[src/rtl/branch_resolve_unit_pkg.sv]
// Shared core package: recovery FSM encoding and control-flow class constants.
// Contents:
//   brs_state_e  - branch-resolve recovery FSM states (RUN / RECOVER)
//   cf_class_e   - E-stage control-flow class of the resolving instruction
//   cf_class()   - collapse the decoder's one-hot class flags into cf_class_e
package branch_resolve_unit_pkg;

    typedef enum logic {
        ST_RUN     = 1'b0,
        ST_RECOVER = 1'b1
    } brs_state_e;

    typedef enum logic [1:0] {
        CF_NONE   = 2'd0,
        CF_BRANCH = 2'd1,
        CF_JAL    = 2'd2,
        CF_JALR   = 2'd3
    } cf_class_e;

    // Decoder guarantees at most one flag is set; fixed priority keeps it total.
    function automatic cf_class_e cf_class(input logic is_branch,
                                           input logic is_jal,
                                           input logic is_jalr);
        if (is_branch) begin
            return CF_BRANCH;
        end else if (is_jal) begin
            return CF_JAL;
        end else if (is_jalr) begin
            return CF_JALR;
        end
        return CF_NONE;
    endfunction

endpackage

[src/rtl/branch_resolve_unit_sat_counter.sv]
// Saturating up-counter used for the branch statistics.
// Ports:
//   clk, reset (async, active-high)
//   inc   - add one this cycle (ignored once the count is all-ones)
//   clear - synchronous clear to zero, wins over inc
//   count - current value
module sat_counter #(
    parameter int unsigned W = 16
) (
    input  logic         clk,
    input  logic         reset,
    input  logic         inc,
    input  logic         clear,
    output logic [W-1:0] count
);

    // Hold at all-ones rather than wrapping.
    always_ff @(posedge clk or posedge reset) begin
        if (reset) begin
            count <= '0;
        end else if (clear) begin
            count <= '0;
        end else if (inc && (count != {W{1'b1}})) begin
            count <= count + W'(1);
        end
    end

endmodule

[src/rtl/branch_resolve_unit.sv]
// Branch resolve unit: carries fetch-stage predictions through D and E,
// compares them with the E-stage outcome, requests redirect/flush on a
// misprediction, trains the predictor and keeps resolve statistics.
// Ports:
//   clk, reset            - clock, async active-high reset
//   stall_d               - hazard unit holds IF/ID; E receives a bubble
//   pred_taken_f/target_f - fetch-stage prediction, valid_f marks a real slot
//   is_branch/jal/jalr_e  - E-stage control-flow class
//   cond_true_e, target_e, pc_plus4_e - E-stage resolution inputs
//   mispredict, redirect_pc, taken_e, update_en, flush_d, flush_e - resolve outputs
//   br_count, mp_count    - saturating resolve / mispredict counts
module branch_resolve_unit
    import branch_resolve_unit_pkg::*;
#(
    parameter int unsigned XLEN  = 32,
    parameter int unsigned CNT_W = 16
) (
    input  logic             clk,
    input  logic             reset,
    input  logic             stall_d,
    input  logic             pred_taken_f,
    input  logic [XLEN-1:0]  pred_target_f,
    input  logic             valid_f,
    input  logic             is_branch_e,
    input  logic             is_jal_e,
    input  logic             is_jalr_e,
    input  logic             cond_true_e,
    input  logic [XLEN-1:0]  target_e,
    input  logic [XLEN-1:0]  pc_plus4_e,
    output logic             mispredict,
    output logic [XLEN-1:0]  redirect_pc,
    output logic             taken_e,
    output logic             update_en,
    output logic             flush_d,
    output logic             flush_e,
    output logic [CNT_W-1:0] br_count,
    output logic [CNT_W-1:0] mp_count
);

    logic            d_v;
    logic            d_pt;
    logic [XLEN-1:0] d_ptgt;
    logic            e_v;
    logic            e_pt;
    logic [XLEN-1:0] e_ptgt;

    brs_state_e state;
    brs_state_e state_next;
    cf_class_e  cf;
    logic       ctl_e;
    logic       wrong;
    logic       br_inc;

    // Prediction tracking, one stage per cycle alongside the instruction.
    always_ff @(posedge clk or posedge reset) begin
        if (reset) begin
            d_v    <= 1'b0;
            d_pt   <= 1'b0;
            d_ptgt <= '0;
            e_v    <= 1'b0;
            e_pt   <= 1'b0;
            e_ptgt <= '0;
        end else begin
            if (flush_d) begin
                d_v <= 1'b0;
            end else if (!stall_d) begin
                d_v    <= valid_f;
                d_pt   <= pred_taken_f;
                d_ptgt <= pred_target_f;
            end
            // A stall sends a bubble into E; a flush kills the E-bound slot.
            if (flush_e || stall_d) begin
                e_v <= 1'b0;
            end else begin
                e_v    <= d_v;
                e_pt   <= d_pt;
                e_ptgt <= d_ptgt;
            end
        end
    end

    // Recovery FSM state register.
    always_ff @(posedge clk or posedge reset) begin
        if (reset) begin
            state <= ST_RUN;
        end else begin
            state <= state_next;
        end
    end

    // Recovery FSM next state: one masked cycle after every redirect.
    always_comb begin
        state_next = state;
        case (state)
            ST_RUN:     if (wrong) state_next = ST_RECOVER;
            ST_RECOVER: state_next = ST_RUN;
            default:    state_next = ST_RUN;
        endcase
    end

    // Resolution and masked outputs.
    always_comb begin
        cf          = cf_class(is_branch_e, is_jal_e, is_jalr_e);
        ctl_e       = e_v && (cf != CF_NONE);
        taken_e     = ctl_e && ((cf == CF_JAL) || (cf == CF_JALR) ||
                                ((cf == CF_BRANCH) && cond_true_e));
        // Covers wrong direction, wrong target, and taken-predicted non-control.
        wrong       = e_v && ((taken_e != e_pt) ||
                              (taken_e && (e_ptgt != target_e)));
        redirect_pc = taken_e ? target_e : pc_plus4_e;
        mispredict  = 1'b0;
        update_en   = 1'b0;
        br_inc      = 1'b0;
        if (state == ST_RUN) begin
            mispredict = wrong;
            update_en  = e_v && (cf == CF_BRANCH);
            br_inc     = ctl_e;
        end
        flush_d = mispredict;
        flush_e = mispredict;
    end

    sat_counter #(.W(CNT_W)) u_br_count (
        .clk   (clk),
        .reset (reset),
        .inc   (br_inc),
        .clear (1'b0),
        .count (br_count)
    );

    sat_counter #(.W(CNT_W)) u_mp_count (
        .clk   (clk),
        .reset (reset),
        .inc   (mispredict),
        .clear (1'b0),
        .count (mp_count)
    );

endmodule

[config.mk]
export PLATFORM = sky130hd
export DESIGN_NAME = branch_resolve_unit
export DESIGN_NICKNAME = d
export VERILOG_FILES = /design/src/rtl/branch_resolve_unit_pkg.sv /design/src/rtl/branch_resolve_unit_sat_counter.sv /design/src/rtl/branch_resolve_unit.sv
export SDC_FILE = /design/constraint.sdc
export NUM_CORES = 1
export LEC_CHECK = 0
export BUFFER_PORTS_ARGS = -buffer_cell sky130_fd_sc_hd__buf_2
export CAP_MARGIN = 30
export CORE_MARGIN = 2
export CORE_UTILIZATION = 54
export DETAILED_ROUTE_END_ITERATION = 10
export PLACE_DENSITY = 0.9
export SYNTH_ARGS = -nofsm -noshare
export SYNTH_HDL_FRONTEND = slang
export SYNTH_SLANG_ARGS = --single-unit
[constraint.sdc]
create_clock -name clk -period 7.45 [get_ports clk]
set_input_delay 1.1175 -clock clk [delete_from_list [all_inputs] [get_ports clk]]
set_output_delay 1.1175 -clock clk [all_outputs]
set_load 0.005 [all_outputs]
After elaboration in Yosys (flattened, before gate mapping)
Index checks and enable logic that the tools add are counted.
- bits in registers: 101
- output and inout port bits: 69
- word-level logic and storage cells: 52
- add/sub/neg operators: 2
- equality and inequality tests: 8
- mux-type cells: 16
- bitwise operators: 3
- reduce and logical (&&, ||, !) cells: 14
- operator list (operator ; count):
    adder 16 x 1 -> 16 bit (second input constant) ; 2
    two-way mux 32 bit ; 1
    != test 16 bit (second input constant) ; 2
    != test 32 bit ; 1
    two-way mux 1 bit ; 10
    logical AND 1 bit ; 8
    two-way mux 2 bit ; 4
    equality test 2 bit (second input constant) ; 2
    logical OR 1 bit ; 4
    inverter 1 bit ; 3
    equality test 2 x 1 -> 1 bit (second input constant) ; 1
    != test 2 x 1 -> 1 bit (second input constant) ; 1
    case mux 1 bit (2 select lines) ; 1
    AND reduction 2 bit ; 1
    nonzero test 2 bit ; 1
    != test 1 bit ; 1

Logic depth before layout (Yosys ltp)
- word-level depth: 14
- mapped depth: 8

Cells and area by module
Synthesis repeated with hierarchy kept, for this count alone.
- cell total of the unflattened synthesis: 510
- area total of the unflattened synthesis: 5255.0 um^2
- modules (own cells, without submodules) (module ; times used ; cells an instance ; area each (um^2) ; sequential area each (um^2)):
    branch_resolve_unit ; 1 ; 308 ; 3390.8 ; 1726.7
    sat_counter ; 2 ; 101 ; 932.1 ; 400.4

Worst setup path after synthesis
Ideal clock, no wire load.
- kind: input to output
- start: input is_jal_e
- end: output flush_e
- arrival time: 2499 ps
- slack: 3834 ps
- cell stages on the path: 7
- cells stage by stage: or3_1 > nand3_4 > nor4_4 > and4_1 > buf_2 > nor2_1 > buf_4
- cells in the longest elaborated chain, start to end: 11
- elaborated cells between the ends (all ways): 19
- classes of those cells: 4 x eq/ne; 6 x mux; 9 x reduce/logical
- RTL lines (what ; RTL line ; text):
    start: declaration ; branch_resolve_unit.sv:25 ; input logic is_jal_e,
    two-way mux 2 bit or two-way mux 1 bit (tied branches) ; branch_resolve_unit_pkg.sv:26 ; end else if (is_jal) begin
    two-way mux 2 bit or two-way mux 1 bit (tied branches) ; branch_resolve_unit_pkg.sv:24 ; if (is_branch) begin
    two-way mux 2 bit * ; branch_resolve_unit_pkg.sv:31 ; return CF_NONE;
    equality test 2 bit or equality test 2 x 1 -> 1 bit (tied branches) ; branch_resolve_unit.sv:105, branch_resolve_unit.sv:106 ;
    logical OR 1 bit or logical AND 1 bit (tied branches) ; branch_resolve_unit.sv:105, branch_resolve_unit.sv:106 ;
    logical OR 1 bit ; branch_resolve_unit.sv:105 ; taken_e = ctl_e && ((cf == CF_JAL) || (cf == CF_JALR) ||
    logical AND 1 bit * ; branch_resolve_unit.sv:105 ;
    != test 1 bit or logical AND 1 bit (tied branches) ; branch_resolve_unit.sv:108, branch_resolve_unit.sv:109 ;
    logical OR 1 bit * ; branch_resolve_unit.sv:108 ; wrong = e_v && ((taken_e != e_pt) ||
    logical AND 1 bit * ; branch_resolve_unit.sv:108 ;
    two-way mux 1 bit * ; branch_resolve_unit.sv:114 ; if (state == ST_RUN) begin
    end: declaration ; branch_resolve_unit.sv:35 ; output logic flush_e,
Every way passes the cells marked *; elsewhere a longest branch is shown, timed or not.

Worst setup path in the final report
- start: input is_branch_e
- end: output mispredict
- cells in the longest elaborated chain, start to end: 10
- elaborated cells between the ends (all ways): 17
- classes of those cells: 4 x eq/ne; 4 x mux; 9 x reduce/logical
- RTL lines (what ; RTL line ; text):
    start: declaration ; branch_resolve_unit.sv:24 ; input logic is_branch_e,
    two-way mux 2 bit or two-way mux 1 bit (tied branches) ; branch_resolve_unit_pkg.sv:24 ;
    two-way mux 2 bit * ; branch_resolve_unit_pkg.sv:31 ;
    equality test 2 bit or equality test 2 x 1 -> 1 bit (tied branches) ; branch_resolve_unit.sv:105, branch_resolve_unit.sv:106 ;
    logical OR 1 bit or logical AND 1 bit (tied branches) ; branch_resolve_unit.sv:105, branch_resolve_unit.sv:106 ;
    logical OR 1 bit ; branch_resolve_unit.sv:105 ;
    logical AND 1 bit * ; branch_resolve_unit.sv:105 ;
    != test 1 bit or logical AND 1 bit (tied branches) ; branch_resolve_unit.sv:108, branch_resolve_unit.sv:109 ;
    logical OR 1 bit * ; branch_resolve_unit.sv:108 ;
    logical AND 1 bit * ; branch_resolve_unit.sv:108 ;
    two-way mux 1 bit * ; branch_resolve_unit.sv:114 ;
    end: declaration ; branch_resolve_unit.sv:30 ; output logic mispredict,
Marked as above.

==> results.toml <==
[clock_network]
ctsResizeCount = 0
cts_buffer_depth = 2
hold_buffers = 0
htree_num_levels = 3
numCtsBuffers = 9
cts_tree = "built"
post_cts_buffers = 0
root_buffer = "clkbuf_8"
cts_sinks = 101
clkLatencyLatePin_ns = 0.36
cts.clk_slew.worst_paths_ns = 0.10

[setup_path]
reg2reg_slack_ns = 4.19
reg2reg_depth = 6
path_cells = "buf_2 > or3_1 > nand3_4 > nor4_4 > and4_1 > nor2_1 > buf_2"
cp.buffers_inverters = 2
cp_slowest_cell = "nor4_4"
crit_top_cell = "buf_2"
crit_family = "simple AND/OR/NAND/NOR gates"
arrival_ns = 3.10
cp-startpoint = "is_branch_e"
cp.required_ns = 6.33
path_max_fanout = 34
path_depth = 7
slowest_delay_ns = 0.45
end_kind = "primary output"
crit_type = "input port to primary output"
cp-start-kind = "input port"
reg2reg_from = "e_v$_DFF_PP0_"

[timing]
grt_setup_unrepaired = "no"
worst_pin_slew_ns = 0.835
max-slew-margin-rel_pct = 44.3
drv_slew = 0
fin_ws_ns = 3.23
min_period_ns = 4.22
fin_skew_ns = 0.0125
setup_viol = 0
setup_tns_ns = 0
finalCritPeriodShare_pct = 56.6
max_freq_mhz = 237
hold_viol = 0
whs_ns = 0.488

[floorplan]
initial_utilization_pct = 56.1
die_h_um = 99.4
die_area_um2 = 9890
placementRows = 34
die_w_um = 99.4
core_um2 = 8760
io_pins = 174

[flow_run]
cap_violations = 0

[drt]
first_pass_iters = 4
drc_errors = 0
wl_per_cell_um = 16.7
vias = 3636
ant_nets = 0
drt_iter0_drc = 173
post_drt_via_cell_ratio = 5.45
routed_wl_um = 11100

[layout]
drive_gt1_share_pct = 44.2
nets = 661
fin_util_pct = 69.1
fillCellCount = 621
regArea_um2 = 2530
synthToLayoutAreaGrowth_pct = 23.1
num_antenna_cells = 0
multi_input_area_um2 = 2280

[status]
status = "complete, no violations"

[logic_synthesis]
synth_top_family_by_area = "multiplexers"
synthSimpleGateAreaFrac_pct = 10.6
ys_seq_area_share_pct = 51.4
synth-warning-count = 0
synthTopCellsByCount = "101 x dfrtp_1, 53 x mux2_1, 48 x mux2_2, 44 x xnor2_1, 18 x nand2_1"
ys.flop_type = "dfrtp_1"
synth_area_um2 = 4920
postSynthAreaPerCell_um2 = 12.9
ys_async_sr_fraction_pct = 100
synth_compound_gate_area_share_pct = 1.35
synth_edf_count = 0
synthCells = 381
synth_xor_area_share_pct = 10.3
yosys.area.top_type = "dfrtp_1"
yosysMostFrequentCell = "dfrtp_1"
yosysUniqueCellTypes = 40
yosys.area.top_type_share_pct = 51.4
synthTopCellsByArea = "dfrtp_1 51%, mux2_1 12%, mux2_2 11%, xnor2_1 7.8%, xor2_1 2.5%"
synthMuxAreaShare_pct = 23.3
yosys_register_bits = 101
synth_fa_ha_area_share_pct = 0.509
synth.net_count = 488

[pwr]
vdd_ir_drop_max_v = 0.000138
power_frac_seq_pct = 52.9
p_leak_nw = 2.85
p_clk_share_pct = 22.9
p_switching_w = 0.000425
p_total_w = 0.00140
power_frac_comb_pct = 24.2
powerDensity_nw_per_um2 = 231
cellInternalPower_w = 0.000971
p_sw_share_pct = 30.5

[grt]
grt_pass1_wl_um = 17900
grt_start_max_net_pins = 69
grt_usage_pct = 23.3
overflow = 0
antenna_found_initial = 0
grt_pass1_vias = 3750

[min_path]
worstHoldPathType = "flip-flop to flip-flop"
min_path_cells = 1
hold_start = "d_v$_DFFE_PP0P_"

[placement]
pre_cts_ws_ns = 3.22
place.detailed.hpwl_um = 8760
io_buffers = 173
gp_congestion = 0.917
-- power groups by stage --
stage	registers [W]	logic, W	clock network (W)
2_1_floorplan	0.000730	0.000222	0
3_3_place_gp	0.000740	0.000320	0
3_5_place_dp	0.000750	0.000342	0
4_1_cts	0.000739	0.000343	0.000328
5_1_grt	0.000756	0.000372	0.000355
6_report	0.000739	0.000338	0.000319
-- area by class of cell --
cell class | instances | share of cell area, %
multi-input cells | 261 | 37.6
clock inverters | 7 | 0.971
well taps | 108 | 2.23
clock buffers | 9 | 2.05
flip-flops and latches | 101 | 41.7
inverters | 4 | 0.289
repair buffers | 177 | 15.1
-- flip-flops by register name, indices dropped and copies added, names as in the netlist --
signal,cells
state,1
d_ptgt,32
e_v,1
d_v,1
d_pt,1
u_mp_count.count,16
e_pt,1
u_br_count.count,16
e_ptgt,32
-- layout by cell type (no fill, tap or decap), drive strengths merged, types with 2 or more instances in the layout --
| cell type | synthesis | layout |
|---|---|---|
| buf | 14 | 177 |
| dfrtp | 101 | 101 |
| mux2 | 101 | 101 |
| xnor2 | 44 | 44 |
| nand2 | 18 | 18 |
| nand4 | 18 | 18 |
| xor2 | 14 | 14 |
| nand3 | 11 | 11 |
| nor2 | 10 | 10 |
| clkbuf | 1 | 9 |
| inv | 4 | 7 |
| nor3 | 6 | 6 |
| nor4 | 6 | 6 |
| and4 | 4 | 4 |
| and2 | 4 | 4 |
| and3 | 3 | 3 |
| a31oi | 3 | 3 |
| a21oi | 3 | 3 |
| clkinv | 0 | 3 |
| or3 | 2 | 2 |
| nand2b | 2 | 2 |
| or4 | 2 | 2 |
| ha | 2 | 2 |
-- stage by stage --
step / instances / cell area (um^2)
floorplan: 381 / 4920
global placement: 650 / 5840
detailed placement: 651 / 5870
CTS: 667 / 6050
global route: 667 / 6050
finish: 667 / 6050
-- path summary, 6_finish.rpt --
| kind | endpoint |
|---|---|
| worst max-delay path | mispredict |
| worst min-delay path | e_v$_DFF_PP0_ |
| worst max register to register | d_ptgt[14]$_DFFE_PP0P_ |
| worst min register to register | e_v$_DFF_PP0_ |
| max in group asynchronous | e_ptgt[2]$_DFFE_PP0N_ |
| min in group asynchronous | u_br_count.count[3]$_DFFE_PP0P_ |
-- logic make-up (layout without fill, tap and decap cells) --
kind of cell    count (synthesis)  in the layout
flops                         101            101
fa+ha+maj                       2              2
mux                           102            102
compound gates                 10             10
xor+xnor                       58             58
buf+inv                        19            197
simple gates                   89             89
-- metal layers --
metal	up-vias	GRT usage, %	part of all wire (%)
li1	1696	-	-
met5	-	0	0
met1	1752	28.1	39
met2	161	40.5	51
met3	27	5.06	6.9
met4	0	9.69	3.1
Note: power is estimated with default switching activity, not from simulation.
